**src/rtl/bus_router.sv**
```systemverilog
`default_nettype none

`ifndef BUS_WIDTH
`define BUS_WIDTH 32
`endif
`ifndef BUS_ACC_CNT
`define BUS_ACC_CNT 4
`endif
`ifndef BUS_ACC_1B
`define BUS_ACC_1B 2'd0
`endif
`ifndef BUS_ACC_2B
`define BUS_ACC_2B 2'd1
`endif
`ifndef BUS_ACC_4B
`define BUS_ACC_4B 2'd2
`endif
`ifndef BUS_ACC_RSV
`define BUS_ACC_RSV 2'd3
`endif

// ============================================================================
// Module      : bus_router
// Description : Single-master request router. Decodes the master address
//               against NS slave windows, forwards the request with a
//               window-relative offset, waits for the selected slave's
//               response and returns registered rdata/fault. Faults are
//               generated for unmapped, misaligned, reserved-size and
//               timed-out accesses; the last fault cause/address is kept.
// Ports       : clk, rst            - clock, synchronous active-high reset
//               m_*                 - master request / response side
//               s_*                 - slave request / response side (NS ports)
//               fault_cause/addr    - sticky record of the last fault
// Revision    : 1.0 - initial release
// ============================================================================
module bus_router #(
    parameter int                NS      = 4,
    parameter logic [32*NS-1:0]  S_BASE  = {32'h3000_0000, 32'h2000_0000,
                                            32'h1000_0000, 32'h0000_0000},
    parameter logic [8*NS-1:0]   S_AW    = {8'd3, 8'd19, 8'd12, 8'd12},
    parameter int                TIMEOUT = 255
) (
    input  logic                              clk,
    input  logic                              rst,
    input  logic                              m_req,
    input  logic [31:0]                       m_addr,
    input  logic                              m_wr_b,
    input  logic [$clog2(`BUS_ACC_CNT)-1:0]   m_acc,
    input  logic [`BUS_WIDTH-1:0]             m_wdata,
    output logic                              m_resp,
    output logic [`BUS_WIDTH-1:0]             m_rdata,
    output logic                              m_fault,
    output logic [NS-1:0]                     s_req,
    output logic [31:0]                       s_addr,
    output logic                              s_wr_b,
    output logic [$clog2(`BUS_ACC_CNT)-1:0]   s_acc,
    output logic [`BUS_WIDTH-1:0]             s_wdata,
    input  logic [NS*`BUS_WIDTH-1:0]          s_rdata,
    input  logic [NS-1:0]                     s_resp,
    input  logic [NS-1:0]                     s_fault,
    output logic [1:0]                        fault_cause,
    output logic [31:0]                       fault_addr
);

    localparam int C_SW = (NS > 1) ? $clog2(NS) : 1;
    localparam int C_BW = `BUS_WIDTH;

    localparam logic [1:0] C_CAUSE_NONE  = 2'd0;
    localparam logic [1:0] C_CAUSE_UNMAP = 2'd1;
    localparam logic [1:0] C_CAUSE_ALIGN = 2'd2;
    localparam logic [1:0] C_CAUSE_SLAVE = 2'd3;

    typedef enum logic [0:0] {
        ST_IDLE = 1'b0,
        ST_WAIT = 1'b1
    } state_t;

    state_t            r_state;
    logic [C_SW-1:0]   r_sel;
    logic              r_pend_fault;
    logic              r_wr_b;
    logic [31:0]       r_addr;
    logic [31:0]       r_count;

    logic              w_hit_any;
    logic [C_SW-1:0]   w_sel;
    logic [31:0]       w_mask;
    logic              w_misaligned;
    logic              w_rsv;
    logic              w_bad;
    logic [1:0]        w_cause;
    logic              w_accept;
    logic              w_expired;

    // Address decode. Iterating from the top index down lets the lowest
    // matching window overwrite any higher one.
    always_comb begin
        w_hit_any = 1'b0;
        w_sel     = '0;
        w_mask    = '0;
        for (int i = NS - 1; i >= 0; i--) begin
            if ((m_addr >> S_AW[8*i +: 8]) == (S_BASE[32*i +: 32] >> S_AW[8*i +: 8])) begin
                w_hit_any = 1'b1;
                w_sel     = C_SW'(i);
                w_mask    = 32'((33'd1 << S_AW[8*i +: 8]) - 33'd1);
            end
        end
    end

    // Pre-checks: reserved size, then alignment, then unmapped.
    always_comb begin
        w_rsv        = (m_acc == `BUS_ACC_RSV);
        w_misaligned = ((m_acc == `BUS_ACC_2B) && m_addr[0]) ||
                       ((m_acc == `BUS_ACC_4B) && (m_addr[1:0] != 2'b00));
        w_cause      = C_CAUSE_NONE;
        if (w_rsv || w_misaligned) begin
            w_cause = C_CAUSE_ALIGN;
        end else if (!w_hit_any) begin
            w_cause = C_CAUSE_UNMAP;
        end
        w_bad = (w_cause != C_CAUSE_NONE);
    end

    assign w_accept  = !rst && (r_state == ST_IDLE) && m_req && !w_bad;
    assign w_expired = (TIMEOUT != 0) && (r_count == 32'(TIMEOUT - 1));

    // Request path is purely combinational so the slave sees the request in
    // the same cycle as the master.
    assign s_req   = w_accept ? (NS'(1) << w_sel) : '0;
    assign s_addr  = m_addr & w_mask;
    assign s_wr_b  = m_wr_b;
    assign s_acc   = m_acc;
    assign s_wdata = m_wdata;

    always_ff @(posedge clk) begin
        if (rst) begin
            r_state      <= ST_IDLE;
            r_sel        <= '0;
            r_pend_fault <= 1'b0;
            r_wr_b       <= 1'b0;
            r_addr       <= '0;
            r_count      <= '0;
            m_resp       <= 1'b0;
            m_rdata      <= '0;
            m_fault      <= 1'b0;
            fault_cause  <= C_CAUSE_NONE;
            fault_addr   <= '0;
        end else begin
            m_resp <= 1'b0;
            case (r_state)
                ST_IDLE: begin
                    if (m_req) begin
                        if (w_bad) begin
                            m_resp      <= 1'b1;
                            m_fault     <= 1'b1;
                            m_rdata     <= '0;
                            fault_cause <= w_cause;
                            fault_addr  <= m_addr;
                        end else begin
                            // Slave fault is only valid in the request cycle,
                            // so hold it until the slave completes.
                            r_sel        <= w_sel;
                            r_pend_fault <= s_fault[w_sel];
                            r_wr_b       <= m_wr_b;
                            r_addr       <= m_addr;
                            r_count      <= '0;
                            r_state      <= ST_WAIT;
                        end
                    end
                end
                ST_WAIT: begin
                    if (s_resp[r_sel]) begin
                        m_resp  <= 1'b1;
                        m_rdata <= r_wr_b ? '0 : s_rdata[C_BW*r_sel +: C_BW];
                        m_fault <= r_pend_fault;
                        if (r_pend_fault) begin
                            fault_cause <= C_CAUSE_SLAVE;
                            fault_addr  <= r_addr;
                        end
                        r_state <= ST_IDLE;
                    end else if (w_expired) begin
                        m_resp      <= 1'b1;
                        m_fault     <= 1'b1;
                        m_rdata     <= '0;
                        fault_cause <= C_CAUSE_SLAVE;
                        fault_addr  <= r_addr;
                        r_state     <= ST_IDLE;
                    end else begin
                        r_count <= r_count + 32'd1;
                    end
                end
                default: begin
                    r_state <= ST_IDLE;
                end
            endcase
        end
    end

endmodule

`default_nettype wire

```
**config.mk**
```make
export PLATFORM = sky130hd
export DESIGN_NAME = bus_router
export DESIGN_NICKNAME = d
export VERILOG_FILES = /design/src/rtl/bus_router.sv
export SDC_FILE = /design/constraint.sdc
export NUM_CORES = 1
export LEC_CHECK = 0
export ABC_CLOCK_PERIOD_IN_PS = 6250
export BUFFER_PORTS_ARGS = -buffer_cell sky130_fd_sc_hd__buf_2
export CORE_ASPECT_RATIO = 0.6
export CORE_UTILIZATION = 50
export CTS_CLUSTER_DIAMETER = 100
export DETAILED_ROUTE_END_ITERATION = 8
export GPL_TIMING_DRIVEN = 0
export HOLD_SLACK_MARGIN = 0.12
export PLACE_DENSITY = 0.86
export SLEW_MARGIN = 20
export SYNTH_ARGS = -nofsm -noshare
export SYNTH_HDL_FRONTEND = slang
export SYNTH_SLANG_ARGS = --single-unit
```
**constraint.sdc**
```tcl
create_clock -name clk -period 6.25 [get_ports clk]
set_clock_uncertainty 0.1 [all_clocks]
set_input_delay 0.9375 -clock clk [delete_from_list [all_inputs] [get_ports clk]]
set_output_delay 0.9375 -clock clk [all_outputs]
set_load 0.05 [all_outputs]
```
Word level (Yosys, flattened, before mapping)
Cells that the tools add are included.
Storage, ports and cells
  input port bits: 206
  flip-flop bits (word level): 137
  output and inout bits: 139
  logic and storage cells: 106
Operators by class
  order comparisons: 2
  bitwise logic cells: 3
  equality and inequality tests: 14
  muxes and demuxes: 57
  reductions and logical operators: 16
  shift operators: 2
  $add $sub $neg: 1
Operators with widths (count)
  $mux 32: 16
  $pmux 32 s2: 3
  $shiftx 128x8->32: 1
  $add 32x1->32 const B: 1
  $and 32x32->32: 1
  $eq 32x8->1 const B: 1
  $logic_not 32->1: 1
  $eq 29x27->1 const B: 1
  $eq 20x17->1 const B: 1
  $mux 2: 10
  $mux 1: 19
  $mux 19: 1
  $eq 13x11->1 const B: 1
  $ne 2x2->1 const B: 5
  $reduce_and 4->1: 2
  $lt 2x3->1 const B: 2
  $pmux 1 s2: 3
  $reduce_and 3->1: 2
  $logic_and 1x1->1: 5
  $bmux 1 s2: 2
  $eq 2x2->1 const B: 2
  $mux 4: 1
  $pmux 2 s2: 1
  $reduce_bool 2->1: 2
  other kinds (8): 11

Longest topological paths before layout
Gate-level depths: netlist (run 1).
  word-level depth: 11
  depth in mapped cells: 10
  mapped depth without buffers: 8

Worst setup path after synthesis (run 1)
Ideal clock, no wire load.
  path kind: input to output
  start point: input port m_addr[28]
  end point: output port s_req[0]
  data arrival time: 3.595 ns
  data required time: 5.213 ns
  path buffers: 1
  setup slack: 1.618 ns
  stages: 6
  path through: buf_2 nor2b_1 nand3_1 a31o_2 or3_1 nor4_1
On the way
  longest elaborated chain between the ends: 11
  elaborated cells between the ends (all ways): 19
  those cells by class: eq/ne (3); shift (1); mux (11); reduce/logical (4)
Ends and longest elaborated chain
  from (decl): line 46  | input logic [31:0] m_addr,
  $eq 29x27->1: line 102  | if ((m_addr >> S_AW[8*i +: 8]) == (S_BASE[32*i +: 32] >> S_AW[8*i +: 8])) begin
  $mux 1 (4 in series): line 102
  $mux 1: line 118  | end else if (!w_hit_any) begin
  $mux 2: line 116  | if (w_rsv || w_misaligned) begin
  $reduce_bool 2->1: line 121  | w_bad = (w_cause != C_CAUSE_NONE);
  $logic_not 1->1: line 124  | assign w_accept = !rst && (r_state == ST_IDLE) && m_req && !w_bad;
  $logic_and 1x1->1: line 124
  $mux 4 *: line 129  | assign s_req = w_accept ? (NS'(1) << w_sel) : '0;
  to (decl): line 53  | output logic [NS-1:0] s_req,
Mark *: on every way between the ends. The rest lies on a longest branch, timed or not.

Worst setup path in the final report (run 1)
  start point: input port m_addr[26]
  end point: output port s_req[1]
The elaborated chain is that of the path after synthesis.

==> impl_metrics.toml, run 1 <==
[status]
status = "complete, no violations"

[yosys]
synth_top_area_share_pct = 37.27
yosysWarnings = 0
syn_area_um2 = 7358
async_reset_ff_share_pct = 0
synth_cell_types = 57
syn_area_per_cell_um2 = 9.708
synth_edf_count = 0
synth-seq-cells = 137
ys_seq_area_share_pct = 37.27
synth_area_leaders = "dfxtp_1 37%, mux4_2 10%, a211oi_2 5.1%"
yosys_most_used_dff = "dfxtp_1"
yosysTopAreaCell = "dfxtp_1"
syn_inst = 758

[clock_network]
cts-root-buf = "clkbuf_16"
path_clk_slew_ns = 0.06
cts_setup_buffers = 0
clk_path_buf_depth = 2
cts_resized = 0
insertion_delay_ns = 0.42
clkSinkCount = 137
hold_buffers = 0
htreeDepth = 4
cts_buffers = 17
cts_tree = "built"

[final_layout]
design_area_um2 = 9644
multiInputGateArea_um2 = 3999
regArea_um2 = 2743
drive_gt1_share_pct = 42.90
area_growth_syn_to_layout_pct = 31.07
antenna_cells = 0
final_cell_mix = "310 x buf_2, 137 x dfxtp_1, 87 x nand2_1, 48 x buf_4, 43 x nor3_1"
layout.cells.most_common = "buf_2"
fillerInstances = 1113
nets = 1294

[drt]
num_vias = 7587
ant_nets = 0
drt_iter0_drc = 791
avgViaCountPerCell = 5.881
wl_per_cell_um = 19.86
firstDrtPassIters = 5
drc = 0
wl_um = 25620

[timing]
final_min_period_over_clock_period_pct = 74.24
rsz0062_at_grt = "false"
finalSetupTns_ns = 0
final-setup-viol-count = 0
fmax_mhz = 215.5
final_max_slew_viol_count = 0
hold-worst-slack_ns = 0.3486
relSlewSlack_pct = 39.61
setup_ws_ns = 1.610
worst_slew_pin_slew_ns = 0.8964
hold_viol = 0
period_needed_ns = 4.640

[setup_path]
crit_chain = "buf_2 -> nor3_1 -> nand3_2 -> a311oi_4 -> nand2_2 -> clkbuf_1 -> nor3_1 -> buf_2"
start_kind = "primary input"
cp_top_family = "simple AND/OR/NAND/NOR gates"
critical_path.endpoint_type = "primary output"
worstPathRequired_ns = 5.21
r2r-start = "r_count[1]"
r2r_end = "r_count[2]"
cp.arrival_ns = 3.60
cp_slowest_stage_delay_ns = 0.57
regToRegSetupSlack_ns = 3.17
crit_type = "primary input to primary output"
cp_max_fo = 10
path_buf_inv = 3
r2r_cells = 8
crit_slowest_cell = "a311oi_4"

[global_route]
grt_usage_pct = 32.81
busiest_layer = "met1"
grt_pass1_vias = 6635
grtUsageMet2_pct = 45.21
grt_use_met1_pct = 49.15
grt_first_pass_wirelength_um = 36760
grt_max_degree = 17
met3_usage_pct = 10.09
antenna_found_initial = 0
grt_overflow = 0

[place]
place_area_um2 = 9130
place.gp.congestion = 0.9485
dpl_worst_slack_ns = 1.741
dp_hpwl_um = 20020
port_buffers = 297

[hold_path]
min_path_cells = 2
hold_start = "r_addr[17]"
holdPathEnd = "r_addr[17]"
hold_path_class = "flip-flop to flip-flop"

[die]
die_area_um2 = 15220
die_h_um = 95.97
rows = 33
core_area_um2 = 14000
ios = 345
start_util_pct = 52.57
die_w_um = 158.6

[job]
max_cap_viol_count = 0

[power]
irDropWorstVdd_mv = 0.1635
powerDensity_nw_per_um2 = 221.0
p_leak_nw = 4.052
-- worst min-delay path: stages (launching register included) --
cell and delay [ns]:
dfxtp_1 0.31, nand2_1 0.05, a21oi_1 0.05
-- cells in the mapped netlist (all sizes together), types with 3 or more instances --
cell     instances
o2111ai          7
o211ai           4
dfxtp          137
or4              4
and3             7
a221oi           3
nand2b           9
buf             67
a22oi            4
nor3            44
o221a            6
a211oi          36
mux2i           37
nor4            12
nand2           88
nor2b            7
and2            35
nand4           11
a22o            32
o21a             3
mux4            33
a311oi           6
nor2            14
and4             5
a31oi            6
clkbuf          38
inv             11
a21oi           34
nand3           20
o21ai           10
a2111o           7
-- worst max-delay path by stage --
stage / start / to / slack [ns] / cells past startpoint
final: m_addr[26] / s_req[1] / 1.61 / 8
after global routing: m_addr[26] / s_req[1] / 1.52 / 8
after CTS: m_addr[26] / s_req[1] / 1.71 / 8
after detailed placement: m_addr[26] / s_req[1] / 1.74 / 8
after global placement: m_addr[26] / s_req[1] / 1.81 / 8
after floorplan: m_addr[28] / s_req[0] / 1.62 / 6
-- per-stage QoR --
step                      power, mW  cells  util [%]
after floorplan               1.139    770         -
after global placement        1.248   1259     65.23
after detailed placement      1.255   1259     65.23
after CTS                     2.128   1290     68.90
after global routing          2.192   1290     68.90
final                         2.132   1290     68.90
-- final cells by class --
type | count | share of cell area (%)
plain buffers | 105 | 6.435
clock buffers | 20 | 4.528
clock inverters | 11 | 0.8044
inverters | 11 | 0.4281
multi-input cells | 517 | 41.46
flip-flops and latches | 137 | 28.44
well taps | 192 | 2.491
repair buffers | 297 | 15.41
-- flip-flops by register name, summed over array words and instances, names as in the netlist --
register and cells:
fault_addr 32, r_count 32, r_pend_fault 1, r_sel 2, m_resp 1, r_wr_b 1, r_state 1, fault_cause 2
r_addr 32, m_rdata 32, m_fault 1
-- power by group --
part / internal (mW) / total [mW] / switching [mW] / leakage (nW)
clock: 0.503 / 0.891 / 0.388 / 0.234
sequential: 0.890 / 0.900 / 0.00991 / 1.11
combinational: 0.120 / 0.341 / 0.221 / 2.71
total: 1.51 / 2.13 / 0.619 / 4.05
-- logic make-up after synthesis --
| kind of cell | share of synthesized area (%) |
|---|---|
| buf+inv | 8.995 |
| flops | 37.27 |
| xor+xnor | 0.1190 |
| fa+ha+maj | 0.3400 |
| mux | 15.13 |
| other cells | 0.05096 |
| simple gates | 18.52 |
| compound gates | 19.57 |
-- metal layers --
layer  vias to the layer above  part of all wire, %  routed length (um)
met5                         -                    0                   0
met4                         0                  1.2                 306
met2                       450                   43               11010
li1                       3435                    -                   -
met1                      3666                   43               11040
met3                        36                   13                3258
Power figures use the tool's default switching activity.
==> run 2: changes to the inputs <==
--- a/config.mk
+++ b/config.mk
@@ -5,15 +5,15 @@
 export SDC_FILE = /design/constraint.sdc
 export NUM_CORES = 1
 export LEC_CHECK = 0
-export ABC_CLOCK_PERIOD_IN_PS = 6250
+export ABC_CLOCK_PERIOD_IN_PS = 4200
 export BUFFER_PORTS_ARGS = -buffer_cell sky130_fd_sc_hd__buf_2
 export CORE_ASPECT_RATIO = 0.6
-export CORE_UTILIZATION = 50
+export CORE_UTILIZATION = 43
 export CTS_CLUSTER_DIAMETER = 100
 export DETAILED_ROUTE_END_ITERATION = 8
 export GPL_TIMING_DRIVEN = 0
 export HOLD_SLACK_MARGIN = 0.12
-export PLACE_DENSITY = 0.86
+export PLACE_DENSITY = 0.79
 export SLEW_MARGIN = 20
 export SYNTH_ARGS = -nofsm -noshare
 export SYNTH_HDL_FRONTEND = slang
==> constraint.sdc (replaced) <==
create_clock -name clk -period 4.2 [get_ports clk]
set_clock_uncertainty 0.1 [all_clocks]
set_input_delay 0.63 -clock clk [delete_from_list [all_inputs] [get_ports clk]]
set_output_delay 0.63 -clock clk [all_outputs]
set_load 0.05 [all_outputs]
==> run 2 against run 1 <==
Against the previous run: global-route usage down 2.3 points; setup slack got worse by 1.4 ns; count of clock-buffer cells in the layout increased by 1; design area rose by 1.5%.
==> impl_metrics.toml, run 2 (synthesis results as in run 1) <==
[status]
status = "complete, no violations"

[setup_path]
critical_path.endpoint_type = "primary output"
crit_type = "primary input to primary output"
cp.arrival_ns = 3.22
cp_max_fo = 10
cp-startpoint = "m_addr[26]"
start_kind = "primary input"
worstPathRequired_ns = 3.47
r2r-start = "r_count[1]"

[global_route]
grt_pass1_vias = 6779
grt_usage_pct = 30.48
grt_max_degree = 17
antenna_found_initial = 7
grt_first_pass_wirelength_um = 39610
grt_overflow = 0

[clock_network]
cts-root-buf = "clkbuf_16"
cts_setup_buffers = 0
cts_buffers = 17
clkSinkCount = 137
cts_tree = "built"
cts_resized = 0
insertion_delay_ns = 0.42
hold_buffers = 0
clk_path_buf_depth = 2
htreeDepth = 4
path_clk_slew_ns = 0.06

[timing]
hold_viol = 0
finalSetupTns_ns = 0
period_needed_ns = 3.948
final_min_period_over_clock_period_pct = 94.00
fmax_mhz = 253.3
final_max_slew_viol_count = 0
rsz0062_at_grt = "false"
relSlewSlack_pct = 35.69
worst_slew_pin_slew_ns = 0.9546
final-setup-viol-count = 0

[power]
swShare_pct = 27.61
irDropWorstVdd_mv = 0.2232
total_power_mw = 3.409
intPower_mw = 2.467
pwr-share-clk_pct = 45.5
powerDensity_nw_per_um2 = 348.1
pwr-share-comb_pct = 15.2
p_leak_nw = 4.108
switchingPower_mw = 0.9412
pwr-share-seq_pct = 39.2

[die]
die_w_um = 170.9
die_h_um = 103.3
rows = 36
die_area_um2 = 17660
core_area_um2 = 16490
ios = 345
start_util_pct = 44.63

[hold_path]
hold_path_class = "flip-flop to flip-flop"
hold_start = "r_addr[12]"

[drt]
avgViaCountPerCell = 5.652
wirelength_met1_um = 11880
ant_nets = 0
wl_met2_um = 11280
dr.max_layer_used = "met5"
num_vias = 7528
wl_um = 27530
drc = 0
wl_met3_um = 3911
wl_per_cell_um = 20.67
drt_iter0_drc = 707
firstDrtPassIters = 6

[place]
dp_hpwl_um = 21460
port_buffers = 297
place.gp.congestion = 0.9639

[job]
max_cap_viol_count = 0

[final_layout]
final_cell_mix = "310 x buf_2, 137 x dfxtp_1, 87 x nand2_1, 48 x buf_4, 43 x nor3_1"
area_growth_syn_to_layout_pct = 33.09
layout.cells.most_common = "buf_2"
nets = 1294
drive_gt1_share_pct = 43.04
[run 2: changes by cell type in the layout (fill, tap and decap cells not counted), sizes merged]
cell      change
bufinv        +3
clkbuf        +1
clkinvlp      -3
diode         +5
[run 2: worst max-delay path, stage by stage]
cell and delay (ns):
buf_2 0.11, nor3_1 0.50, nand3_2 0.27, a311oi_4 0.54
nand2_2 0.27, clkbuf_1 0.33, nor3_1 0.25, buf_2 0.30
[run 2: worst paths after layout]
path                 to  slack (ns)  depth (start not counted)
max            s_req[1]        0.25                          8
min          r_addr[12]        0.35                          2
max reg2reg  r_count[2]        1.20                          8
min reg2reg  r_addr[12]        0.35                          2
[run 2: power groups by stage]
stage | Sequential (mW) | Combinational (mW) | Clock (mW)
3_5_place_dp | 1.36 | 0.509 | 0
3_3_place_gp | 1.37 | 0.501 | 0
5_1_grt | 1.34 | 0.543 | 1.61
4_1_cts | 1.34 | 0.510 | 1.56
6_report | 1.34 | 0.520 | 1.55
2_1_floorplan | 1.45 | 0.248 | 0
[run 2: layer usage]
| layer | vias up | track usage [%] |
|---|---|---|
| li1 | 3438 | - |
| met4 | 4 | 7.761 |
| met1 | 3595 | 42.67 |
| met5 | - | 3.533 |
| met2 | 438 | 39.87 |
| met3 | 53 | 15.91 |
[run 2: final cells by class]
type                       count  area, um2
timing repair buffer         297       1486
sequential                   137       2743
clock buffer                  21      460.4
buffer                       105      620.6
inverter                      11      41.29
tap                          228      285.3
fill                        1412       6693
clock inverter                11      145.1
antenna                        5      12.51
multi-input combinational    517       3999
[run 2: per-stage QoR]
stage	util, %	hold slack (ns)	std cells	cell area (um2)	worst slack, ns
detailed placement	55.65	0.3448	1295	9175	0.3176
finish	59.40	0.3543	1332	9793	0.2521
global route	59.36	0.3703	1329	9786	0.1176
CTS	59.33	0.3542	1327	9781	0.3117
floorplan	-	0.3295	770	7403	0.1828
global placement	55.65	0.3382	1295	9175	0.3849
==> run 3: changes to the inputs <==
--- a/config.mk
+++ b/config.mk
@@ -5,7 +5,7 @@
 export SDC_FILE = /design/constraint.sdc
 export NUM_CORES = 1
 export LEC_CHECK = 0
-export ABC_CLOCK_PERIOD_IN_PS = 4200
+export ABC_CLOCK_PERIOD_IN_PS = 3350
 export BUFFER_PORTS_ARGS = -buffer_cell sky130_fd_sc_hd__buf_2
 export CORE_ASPECT_RATIO = 0.6
 export CORE_UTILIZATION = 43
==> constraint.sdc (replaced) <==
create_clock -name clk -period 3.35 [get_ports clk]
set_clock_uncertainty 0.1 [all_clocks]
set_input_delay 0.5025 -clock clk [delete_from_list [all_inputs] [get_ports clk]]
set_output_delay 0.5025 -clock clk [all_outputs]
set_load 0.05 [all_outputs]
==> run 3 against run 2 <==
Against the previous run: die area did not move; critical path depth fell by 1; sequential share of layout area rose by 0.10 points; register-to-register slack worse by 0.85 ns; power rose by 20%; highest routed layer is now met4; largest power group unchanged; combinational power grew 22%; routed wire length decreased by 7.3%; critical path type unchanged; count of clock-buffer cells in the layout shrank 4; sequential cell count unchanged; via count down 1.8%; setup slack worse by 0.080 ns.
==> impl_metrics.toml, run 3 (synthesis results as in run 1) <==
[status]
status = "complete, no violations"

[setup_path]
cp.arrival_ns = 2.58
crit_chain = "buf_2 -> nor4_2 -> nand3_1 -> a31o_2 -> or3_1 -> nor4_2 -> buf_2"
critical_path.endpoint_type = "primary output"
crit_slowest_cell = "or3_1"
worstPathRequired_ns = 2.75
cp_slowest_stage_delay_ns = 0.45
cp_max_fo = 5
start_kind = "primary input"
crit_type = "primary input to primary output"

[die]
start_util_pct = 44.63
die_area_um2 = 17660
die_h_um = 103.3
core_area_um2 = 16490
rows = 36
die_w_um = 170.9
ios = 345

[timing]
rsz0062_at_grt = "false"
period_needed_ns = 3.178
final-setup-viol-count = 0
relSlewSlack_pct = 43.55
worst_slew_pin_slew_ns = 0.8467
fmax_mhz = 314.6
hold_viol = 0
final_max_slew_viol_count = 0
final_min_period_over_clock_period_pct = 94.87

[global_route]
antenna_found_initial = 1
grt_overflow = 0
grt_max_degree = 17
grt_first_pass_wirelength_um = 37670
grt_usage_pct = 28.38
grt_pass1_vias = 6662

[drt]
avgViaCountPerCell = 5.569
num_vias = 7395
drc = 0
wl_per_cell_um = 19.23
firstDrtPassIters = 5
drt_iter0_drc = 792
ant_nets = 0
wl_um = 25530

[clock_network]
clkSinkCount = 137
insertion_delay_ns = 0.42
hold_buffers = 0
cts_tree = "built"
path_clk_slew_ns = 0.07
clk_path_buf_depth = 2
cts_buffers = 17
cts-root-buf = "clkbuf_16"
htreeDepth = 4

[hold_path]
hold_path_class = "primary input to flip-flop"

[final_layout]
layout.cells.most_common = "buf_2"
instances_no_fill = 1328
nets = 1294
final_cell_mix = "310 x buf_2, 137 x dfxtp_1, 87 x nand2_1, 49 x buf_4, 40 x nor3_1"
area_growth_syn_to_layout_pct = 32.61
fin_util_pct = 59.19
design_area_um2 = 9758
drive_gt1_share_pct = 43.68

[power]
switchingPower_mw = 1.236
swShare_pct = 30.20
p_leak_nw = 4.095
powerDensity_nw_per_um2 = 419.3
pwr-share-comb_pct = 15.5
irDropWorstVdd_mv = 0.3126
pwr-share-clk_pct = 43.5
pwr-share-seq_pct = 41.0
intPower_mw = 2.856

[place]
dp_hpwl_um = 19830
port_buffers = 297
dp.cells = 1295
place.gp.congestion = 0.9410
place_area_um2 = 9186

[job]
max_cap_viol_count = 0
[run 3: cell types whose count changed in the layout (fill, tap and decap cells not counted), moves of 2 or more]
| cell | delta |
|---|---|
| bufinv_16 | -3 |
| inv_6 | +5 |
| clkbuf_8 | -2 |
| nor3_1 | -3 |
| clkinv_2 | -2 |
| nor3_2 | +3 |
| clkbuf_1 | -3 |
| inv_8 | +2 |
| diode_2 | -4 |
| clkinv_4 | +3 |
[run 3: worst max-delay path, delay by kind of cell]
| family | cells | cell delay, ns |
|---|---|---|
| and+or+nand+nor | 4 | 1.31 |
| buffers and inverters | 2 | 0.45 |
| AOI/OAI and AO/OA | 1 | 0.31 |
[run 3: final cells by class]
class | instances | area (um2)
Multi-Input combinational cell | 517 | 4020
Tap cell | 228 | 285.3
Clock inverter | 15 | 130.1
Timing Repair Buffer | 298 | 1494
Sequential cell | 137 | 2743
Inverter | 11 | 41.29
Fill cell | 1507 | 6728
Clock buffer | 17 | 425.4
Buffer | 104 | 616.8
Antenna cell | 1 | 2.502
[run 3: per-stage QoR]
stage | power, mW | setup TNS (ns) | worst slack, ns | hold slack, ns
global route | 4.232 | 0 | 0.04758 | 0.2390
detailed placement | 2.340 | -0.6748 | -0.2587 | 0.3470
CTS | 4.106 | 0 | 0.009943 | 0.2402
finish | 4.091 | 0 | 0.1718 | 0.2532
global placement | 2.329 | -0.2383 | -0.2383 | 0.3381
floorplan | 2.125 | -0.01203 | -0.01203 | 0.3295
[run 3: path summary, 6_finish.rpt]
check          endpoint  startpoint  slack (ns)  cells past startpoint
max            s_req[0]   m_addr[3]        0.17                      7
min          r_addr[16]  m_addr[16]        0.25                      3
max reg2reg  r_count[9]  r_count[1]        0.35                      8
min reg2reg  r_addr[13]  r_addr[13]        0.36                      2
[run 3: metal layers]
| metal | vias up | wire length, um | global-route usage (%) |
|---|---|---|---|
| li1 | 3443 | - | - |
| met1 | 3527 | 11370 | 41.41 |
| met2 | 402 | 10970 | 39.22 |
| met3 | 23 | 3027 | 11.42 |
| met4 | 0 | 157 | 4.533 |
| met5 | - | 0 | 0 |
[run 3: what timing repair did]
item / 4_1_cts / 5_1_grt
buffers inserted: 1 / 0
endpoints found under the setup margin: 16 / 2
resized for setup: 2 / 1
gates cloned: 0 / 0
pin swaps: 1 / 0
[run 3: power by group through the flow]
stage	combinational, mW	sequential [mW]	clock (mW)
2_1_floorplan	0.312	1.81	0
3_3_place_gp	0.617	1.71	0
3_5_place_dp	0.629	1.71	0
4_1_cts	0.631	1.68	1.80
5_1_grt	0.671	1.68	1.88
6_report	0.636	1.68	1.78
